**config.mk**
```make
export PLATFORM = sky130hd
export DESIGN_NAME = mc_core
export DESIGN_NICKNAME = d
export VERILOG_FILES = /design/src/rtl/mc_pkg.sv /design/src/rtl/mc_controller.sv /design/src/rtl/mc_core.sv
export SDC_FILE = /design/constraint.sdc
export NUM_CORES = 2
export LEC_CHECK = 0
export CAP_MARGIN = 15
export CORE_MARGIN = 2
export CORE_UTILIZATION = 55
export CTS_CLUSTER_SIZE = 16
export DETAILED_ROUTE_END_ITERATION = 6
export PLACE_DENSITY = 0.74
export SLEW_MARGIN = 20
export SYNTH_ARGS = -nofsm -noshare
export SYNTH_HDL_FRONTEND = slang
export SYNTH_SLANG_ARGS = --single-unit
```
**constraint.sdc**
```tcl
create_clock -name clk -period 6.8 [get_ports clk]
set_input_delay 1.02 -clock clk [delete_from_list [all_inputs] [get_ports clk]]
set_output_delay 1.02 -clock clk [all_outputs]
set_load 0.05 [all_outputs]
```
**src/rtl/mc_pkg.sv**
```systemverilog
// Shared definitions for the multi-cycle RV32I-subset core: opcodes, FSM states,
// ALU/immediate/mux encodings, plus the immediate extender and ALU as pure functions.
package mc_pkg;

    localparam int XW = 32;

    localparam logic [6:0] OP_LW  = 7'b0000011;
    localparam logic [6:0] OP_SW  = 7'b0100011;
    localparam logic [6:0] OP_R   = 7'b0110011;
    localparam logic [6:0] OP_I   = 7'b0010011;
    localparam logic [6:0] OP_BEQ = 7'b1100011;
    localparam logic [6:0] OP_JAL = 7'b1101111;

    typedef enum logic [3:0] {
        FETCH, DECODE, MEMADR, MEMREAD, MEMWB, MEMWRITE,
        EXECR, EXECI, ALUWB, BEQ, JAL, HALT
    } state_e;

    typedef enum logic [2:0] {ALU_ADD, ALU_SUB, ALU_AND, ALU_OR, ALU_SLT} alu_ctl_e;
    typedef enum logic [1:0] {IMM_I, IMM_S, IMM_B, IMM_J} imm_src_e;
    typedef enum logic [1:0] {PC_PLUS4, PC_ALUOUT, PC_ALU} pc_src_e;
    typedef enum logic [1:0] {WB_ALUOUT, WB_DATA, WB_LINK} wb_src_e;

    function automatic logic [XW-1:0] imm_ext(input logic [31:7] ins, input logic [1:0] sel);
        case (sel)
            IMM_I:   imm_ext = {{20{ins[31]}}, ins[31:20]};
            IMM_S:   imm_ext = {{20{ins[31]}}, ins[31:25], ins[11:7]};
            IMM_B:   imm_ext = {{19{ins[31]}}, ins[31], ins[7], ins[30:25], ins[11:8], 1'b0};
            default: imm_ext = {{11{ins[31]}}, ins[31], ins[19:12], ins[20], ins[30:21], 1'b0};
        endcase
    endfunction

    function automatic logic [XW-1:0] alu_fn(input logic [XW-1:0] a, input logic [XW-1:0] b,
                                             input logic [2:0] ctl);
        case (ctl)
            ALU_SUB: alu_fn = a - b;
            ALU_AND: alu_fn = a & b;
            ALU_OR:  alu_fn = a | b;
            ALU_SLT: alu_fn = {{(XW-1){1'b0}}, ($signed(a) < $signed(b))};
            default: alu_fn = a + b;
        endcase
    endfunction

endpackage

```
**src/rtl/mc_controller.sv**
```systemverilog
// Main control FSM: sequences fetch/decode/execute and decodes opcode/funct into
// datapath enables and mux selects; memory states hold until mem_ready.
module mc_controller
    import mc_pkg::*;
(
    input  logic       clk,
    input  logic       reset,
    input  logic [6:0] op,
    input  logic [2:0] funct3,
    input  logic [6:0] funct7,
    input  logic       mem_ready,
    input  logic       alu_zero,
    output logic       mem_req,
    output logic       mem_we,
    output logic       adr_sel,
    output logic       ir_we,
    output logic       ab_we,
    output logic       aluout_we,
    output logic       data_we,
    output logic       rf_we,
    output logic       pc_we,
    output logic       alu_a_sel,
    output logic       alu_b_sel,
    output logic [2:0] alu_ctl,
    output logic [1:0] imm_src,
    output logic [1:0] pc_src,
    output logic [1:0] wb_src,
    output logic       halted,
    output logic       retire
);

    state_e state_q, state_d;
    logic [2:0] f3_ctl;
    logic       f3_ok, r_ok, mem_ok;

    always_ff @(posedge clk or posedge reset) begin
        if (reset) state_q <= FETCH;
        else       state_q <= state_d;
    end

    always_comb begin
        f3_ctl = ALU_ADD;
        case (funct3)
            3'b010:  f3_ctl = ALU_SLT;
            3'b110:  f3_ctl = ALU_OR;
            3'b111:  f3_ctl = ALU_AND;
            default: f3_ctl = ALU_ADD;
        endcase
        f3_ok  = (funct3 == 3'b000) || (funct3 == 3'b010) || (funct3 == 3'b110) || (funct3 == 3'b111);
        r_ok   = ((funct7 == 7'b0000000) && f3_ok) || ((funct7 == 7'b0100000) && (funct3 == 3'b000));
        mem_ok = ((op == OP_LW) || (op == OP_SW)) && (funct3 == 3'b010);
    end

    always_comb begin
        state_d   = state_q;
        mem_req   = 1'b0;
        mem_we    = 1'b0;
        adr_sel   = 1'b0;
        ir_we     = 1'b0;
        ab_we     = 1'b0;
        aluout_we = 1'b0;
        data_we   = 1'b0;
        rf_we     = 1'b0;
        pc_we     = 1'b0;
        alu_a_sel = 1'b0;
        alu_b_sel = 1'b0;
        alu_ctl   = ALU_ADD;
        imm_src   = IMM_I;
        pc_src    = PC_PLUS4;
        wb_src    = WB_ALUOUT;
        halted    = 1'b0;
        retire    = 1'b0;
        case (state_q)
            FETCH: begin
                mem_req = 1'b1;
                if (mem_ready) begin
                    ir_we   = 1'b1;
                    pc_we   = 1'b1;
                    state_d = DECODE;
                end
            end
            DECODE: begin
                // Branch target is precomputed here so BEQ needs no extra cycle.
                ab_we     = 1'b1;
                aluout_we = 1'b1;
                alu_a_sel = 1'b1;
                alu_b_sel = 1'b1;
                imm_src   = IMM_B;
                if (mem_ok)                                     state_d = MEMADR;
                else if ((op == OP_R) && r_ok)                  state_d = EXECR;
                else if ((op == OP_I) && f3_ok)                 state_d = EXECI;
                else if ((op == OP_BEQ) && (funct3 == 3'b000))  state_d = BEQ;
                else if (op == OP_JAL)                          state_d = JAL;
                else                                            state_d = HALT;
            end
            MEMADR: begin
                aluout_we = 1'b1;
                alu_b_sel = 1'b1;
                imm_src   = (op == OP_SW) ? IMM_S : IMM_I;
                state_d   = (op == OP_SW) ? MEMWRITE : MEMREAD;
            end
            MEMREAD: begin
                mem_req = 1'b1;
                adr_sel = 1'b1;
                if (mem_ready) begin
                    data_we = 1'b1;
                    state_d = MEMWB;
                end
            end
            MEMWB: begin
                rf_we   = 1'b1;
                wb_src  = WB_DATA;
                retire  = 1'b1;
                state_d = FETCH;
            end
            MEMWRITE: begin
                mem_req = 1'b1;
                mem_we  = 1'b1;
                adr_sel = 1'b1;
                if (mem_ready) begin
                    retire  = 1'b1;
                    state_d = FETCH;
                end
            end
            EXECR: begin
                aluout_we = 1'b1;
                alu_ctl   = ((funct3 == 3'b000) && funct7[5]) ? ALU_SUB : f3_ctl;
                state_d   = ALUWB;
            end
            EXECI: begin
                aluout_we = 1'b1;
                alu_b_sel = 1'b1;
                alu_ctl   = f3_ctl;
                state_d   = ALUWB;
            end
            ALUWB: begin
                rf_we   = 1'b1;
                retire  = 1'b1;
                state_d = FETCH;
            end
            BEQ: begin
                alu_ctl = ALU_SUB;
                pc_we   = alu_zero;
                pc_src  = PC_ALUOUT;
                retire  = 1'b1;
                state_d = FETCH;
            end
            JAL: begin
                alu_a_sel = 1'b1;
                alu_b_sel = 1'b1;
                imm_src   = IMM_J;
                pc_we     = 1'b1;
                pc_src    = PC_ALU;
                rf_we     = 1'b1;
                wb_src    = WB_LINK;
                retire    = 1'b1;
                state_d   = FETCH;
            end
            HALT: begin
                halted = 1'b1;
            end
            default: state_d = HALT;
        endcase
    end

endmodule

```
**src/rtl/mc_core.sv**
```systemverilog
// Multi-cycle RV32I-subset core: datapath registers, register file, ALU and extender
// around mc_controller; one shared memory port, stalls while mem_ready is low.
module mc_core
    import mc_pkg::*;
#(
    parameter int              XLEN     = 32,
    parameter logic [XLEN-1:0] RESET_PC = '0,
    parameter int              NREGS    = 32
) (
    input  logic            clk,
    input  logic            reset,
    output logic            mem_req,
    output logic            mem_we,
    output logic [XLEN-1:0] mem_addr,
    output logic [XLEN-1:0] mem_wdata,
    input  logic            mem_ready,
    input  logic [XLEN-1:0] mem_rdata,
    output logic            halted,
    output logic            retire
);

    localparam int RW = $clog2(NREGS);

    logic [XLEN-1:0] pc_q, pc_d, oldpc_q, oldpc_d, instr_q, instr_d, data_q, data_d;
    logic [XLEN-1:0] a_q, a_d, b_q, b_d, aluout_q, aluout_d;
    logic [XLEN-1:0] rf_q [NREGS];
    logic [XLEN-1:0] rf_d [NREGS];

    logic            ctrl_req, adr_sel, ir_we, ab_we, aluout_we, data_we, rf_we, pc_we;
    logic            alu_a_sel, alu_b_sel, alu_zero;
    logic [2:0]      alu_ctl;
    logic [1:0]      imm_src, pc_src, wb_src;
    logic [RW-1:0]   rs1_i, rs2_i, rd_i;
    logic [XLEN-1:0] rd1, rd2, imm, alu_a, alu_b, alu_y, wb_data, adr;

    mc_controller u_ctrl (
        .clk       (clk),
        .reset     (reset),
        .op        (instr_q[6:0]),
        .funct3    (instr_q[14:12]),
        .funct7    (instr_q[31:25]),
        .mem_ready (mem_ready),
        .alu_zero  (alu_zero),
        .mem_req   (ctrl_req),
        .mem_we    (mem_we),
        .adr_sel   (adr_sel),
        .ir_we     (ir_we),
        .ab_we     (ab_we),
        .aluout_we (aluout_we),
        .data_we   (data_we),
        .rf_we     (rf_we),
        .pc_we     (pc_we),
        .alu_a_sel (alu_a_sel),
        .alu_b_sel (alu_b_sel),
        .alu_ctl   (alu_ctl),
        .imm_src   (imm_src),
        .pc_src    (pc_src),
        .wb_src    (wb_src),
        .halted    (halted),
        .retire    (retire)
    );

    // Reset drops the request combinationally so an in-flight access is abandoned at once.
    assign mem_req   = ctrl_req & ~reset;
    assign adr       = adr_sel ? aluout_q : pc_q;
    assign mem_addr  = {adr[XLEN-1:2], 2'b00};
    assign mem_wdata = b_q;

    always_comb begin
        rs1_i    = instr_q[15 +: RW];
        rs2_i    = instr_q[20 +: RW];
        rd_i     = instr_q[7 +: RW];
        rd1      = (rs1_i == '0) ? '0 : rf_q[rs1_i];
        rd2      = (rs2_i == '0) ? '0 : rf_q[rs2_i];
        imm      = imm_ext(instr_q[31:7], imm_src);
        alu_a    = alu_a_sel ? oldpc_q : a_q;
        alu_b    = alu_b_sel ? imm : b_q;
        alu_y    = alu_fn(alu_a, alu_b, alu_ctl);
        alu_zero = (alu_y == '0);

        pc_d = pc_q;
        if (pc_we) begin
            case (pc_src)
                PC_ALUOUT: pc_d = aluout_q;
                PC_ALU:    pc_d = alu_y;
                default:   pc_d = pc_q + XLEN'(4);
            endcase
        end
        oldpc_d  = ir_we ? pc_q : oldpc_q;
        instr_d  = ir_we ? mem_rdata : instr_q;
        data_d   = data_we ? mem_rdata : data_q;
        a_d      = ab_we ? rd1 : a_q;
        b_d      = ab_we ? rd2 : b_q;
        aluout_d = aluout_we ? alu_y : aluout_q;

        case (wb_src)
            WB_DATA: wb_data = data_q;
            WB_LINK: wb_data = oldpc_q + XLEN'(4);
            default: wb_data = aluout_q;
        endcase
        rf_d = rf_q;
        if (rf_we && (rd_i != '0)) rf_d[rd_i] = wb_data;
    end

    always_ff @(posedge clk or posedge reset) begin
        if (reset) begin
            pc_q     <= RESET_PC;
            oldpc_q  <= '0;
            instr_q  <= '0;
            data_q   <= '0;
            a_q      <= '0;
            b_q      <= '0;
            aluout_q <= '0;
        end else begin
            pc_q     <= pc_d;
            oldpc_q  <= oldpc_d;
            instr_q  <= instr_d;
            data_q   <= data_d;
            a_q      <= a_d;
            b_q      <= b_d;
            aluout_q <= aluout_d;
        end
    end

    always_ff @(posedge clk) begin
        rf_q <= rf_d;
    end

endmodule
```
==> implementation parameters <==
Parameter                              Value

Placement
  Cell area after placement    68,000 µm²
  HPWL after detailed placement    129,000 µm
  Placement Setup Slack    0.208 ns
  Placer congestion estimate    1.05
  Cell count after placement    5,790
  Port bufs    100

Worst setup path
  Endpoint type of the worst setup path    flip-flop
  CP cell instances    buf_4 -> buf_4 -> nor3b_1 -> a31oi_4 -> buf_12 -> mux2_2 -> ha_1 -> nor2b_1 -> a2111oi_0 -> a21oi_1 -> o21ai_0 -> or3b_1 -> a211o_1 -> a21oi_1 -> nor4_1 -> a211o_1 -> or4_1 -> and2_4 -> a211o_1
  Crit-path slowest cell    or4_1
  Data arrival at the endpoint of the critical path    7.21 ns
  Crit path max-delay family    compound AO/OA/AOI/OAI gates
  Startpoint types    flip-flop
  Biggest fanout along the worst timing path    46
  Largest incremental delay on the critical path    0.64 ns
  Sum of buffers and inverters on the critical path    3
  Critical setup path kind    flip-flop to flip-flop
  Worst endpoint required time    7.44 ns
  Cell type with the highest occurrence count on the critical path    a211o_1

Yosys
  Cells after Synth    4,300
  Average cell area after synthesis    15.0 µm²
  Post-synth top area share    0.477
  Number of distinct library cells after synthesis    84
  Post-synthesis share of cell area spent on full adders, half adders and majority gates    0.0208
  Async set or reset register ratio after synthesis    0.182
  Dominant register cell in the synthesized netlist    edfxtp_1
  Synthesized-area fraction occupied by xor and xnor cells    0.00544
  #FFs+latches synth    1,252
  Cell area after technology mapping    64,400 µm²
  Basic-gate share of the synthesized area counting and, or, nand and nor cells    0.0528
  Mux contribution to synthesized area    0.240
  Top cells by area, synth    edfxtp_1 (48%), mux4_2 (18%), dfrtp_1 (8.9%)
  Synth warn    0
  Number of flops mapped to enable cells by yosys    1,024
  Post-synthesis sequential area ratio    0.566
  Compound-Gate Fraction of Synth Area    0.0876
  Combinational family with the most area after synthesis    multiplexers
  Largest area contributor in the synthesized netlist    edfxtp_1

Timing
  Top achievable clock speed    152 MHz
  Final Hold Slack    0.489 ns
  Worst clock skew    0.0347 ns
  Final Setup Violations    0
  Final slew viol count    0
  Measured slew at the worst slew-check pin    1.24 ns
  Setup TNS    0 ns
  Setup slack after layout    0.236 ns
  Minimum clock period after layout    6.56 ns
  Max-Slew Margin vs Limit    0.174
  Part of the cycle the worst path needs    0.965
  Count of final hold-check violations    0

Clock network
  Root Buffer Master    clkbuf_16
  Post-CTS Setup Bufs    0
  Clock tree from TritonCTS    built
  Number of buffers on the longest clock path    3
  # hold bufs at CTS    0
  Skew-Pair Late Insertion Delay    0.77 ns
  Clock-pin slew on the worst setup and hold paths    0.06 ns
  H-tree levels    4
  Number of buffers created by CTS    134
  Number of gates given a new drive strength after cts    0
  Clk sink count    1,252

Power and ir drop
  Max rail drop VDD    0.553 mV
  Static Leak    25.0 nW
  Total power consumption of the routed design    41.8 mW
  Pwr/cell area    577 nW/µm²

Drt
  First-pass iteration count of the detailed router    7
  Vias after detailed routing    43,500
  Remaining antenna violation count    0
  Drt via density    7.22
  Routed WL    209,000 µm
  Detailed-route DRC error count    0
  Average wire length per cell after detail routing    34.6 µm
  First-iteration detailed-routing DRC count    6,134

GRT
  Met1 Use GR    0.465
  Met3 Resource Use GR    0.0879
  GRT Util Overall    0.349
  Vias in the first global route    43,100
  Maximum number of pins on one net before global-route repair    137
  Met2 Use GR    0.533
  Wire length of the first global-routing pass    301,000 µm
  Number of antenna violations at the first check in global routing    5
  Aggregate global routing overflow    0
  Layer carrying the most global-route usage    met2

Die
  Initial core utilization    0.555
  Row cnt    125
  Io pins    103
  Horiz. Die Dim    346 µm
  Area of the die    120,000 µm²
  Area of the core region    116,000 µm²
  Chip Height    346 µm

Layout
  Antenna diodes    0
  Post-Route Utilization    0.624
  P&R area growth vs syn    12.5%
  Fraction of final layout cells with drive strength greater than 1    0.268
  Filler cell count in the final layout    8,355
  Design area    72,500 µm²
  Fin nets    4,543
  Final cell count without fillers    6,029

Outcome
  Result of the run    finished clean

Hold path
  Path type of the worst min-delay path    flip-flop to flip-flop

Job
  Max-cap violations    0
==> cell type report <==
cell class	count	area, µm²	area share
sequential	1252	36500	0.503
multi-input combinational	2623	26800	0.370
clock buffer	171	3610	0.0497
timing repair buffer	274	2420	0.0334
tap	1524	1910	0.0263
clock inverter	68	797	0.0110
inverter	117	443	0.00611
==> layer usage <==
metal / part of all wire / wire [µm] / vias to the layer above
met3: 0.12 / 24800 / 699
met2: 0.46 / 95800 / 3036
li1: - / - / 17500
met1: 0.36 / 75700 / 22300
met5: 0.00021 / 43 / -
met4: 0.060 / 12500 / 8
==> cells by family after synthesis <==
group                      after synthesis
DFF                                   1252
and+or+nand+nor                        742
other                                    1
buffers and inverters                  458
AOI/OAI and AO/OA                      838
adders and majority gates              106
muxes                                  863
xor gates and xnor gates                40
==> worst paths after layout <==
path	start	endpoint	slack, ns	cells after the start
min in group asynchronous	reset	instr_q[1]	0.76	2
min reg2reg	a_q[26]	a_q[26]	0.49	2
max reg2reg	u_ctrl.state_q[1]	pc_q[31]	0.24	19
max in group asynchronous	reset	instr_q[18]	4.56	3
min	a_q[26]	a_q[26]	0.49	2
max	u_ctrl.state_q[1]	pc_q[31]	0.24	19
==> placed cells by master (no fill, tap or decap), drive strengths merged, types with 60 or more instances in the layout <==
cell type      netlist  routed
ha                 104     104
inv                117     120
nor3                60      60
clkdlybuf4s50        0     100
clkbuf             246     171
mux4               528     528
edfxtp            1024    1024
mux2               192     192
mux2i              143     143
a21oi              191     191
nor2               176     176
buf                 95     174
dfrtp              228     228
o21ai              162     162
nand2              294     294
==> cells in the mapped netlist (35+ instances only) <==
cell type / number
o221ai_1: 43
mux4_2: 528
a21oi_1: 190
a221oi_1: 44
nand2_1: 294
nor2_1: 176
a21o_1: 35
dfrtp_1: 228
nand3_1: 45
o21ai_0: 162
nor3_1: 60
a22o_1: 43
mux2_2: 192
buf_1: 81
mux2i_1: 143
inv_1: 116
clkbuf_1: 246
o22ai_1: 56
a22oi_1: 44
ha_1: 104
edfxtp_1: 1024
==> tightest hold or removal path, cell delays in order (launching register included) <==
cell and delay [ns]:
dfrtp_1 0.35, nand2_1 0.05, o21ai_0 0.06
==> sequential cells by signal, indices dropped and copies added, names as in the netlist <==
name,flops
aluout_q,32
oldpc_q,32
rf_q,1024
instr_q,32
u_ctrl.state_q,4
mem_wdata,32
a_q,32
data_q,32
pc_q,32
==> power breakdown <==
group          switching (mW)  internal [mW]  leakage (nW)
clock                    3.10           4.27          2.14
combinational            14.0           8.70          10.8
sequential               1.31           10.4          12.1
Note: power is estimated with default switching activity, not from simulation.
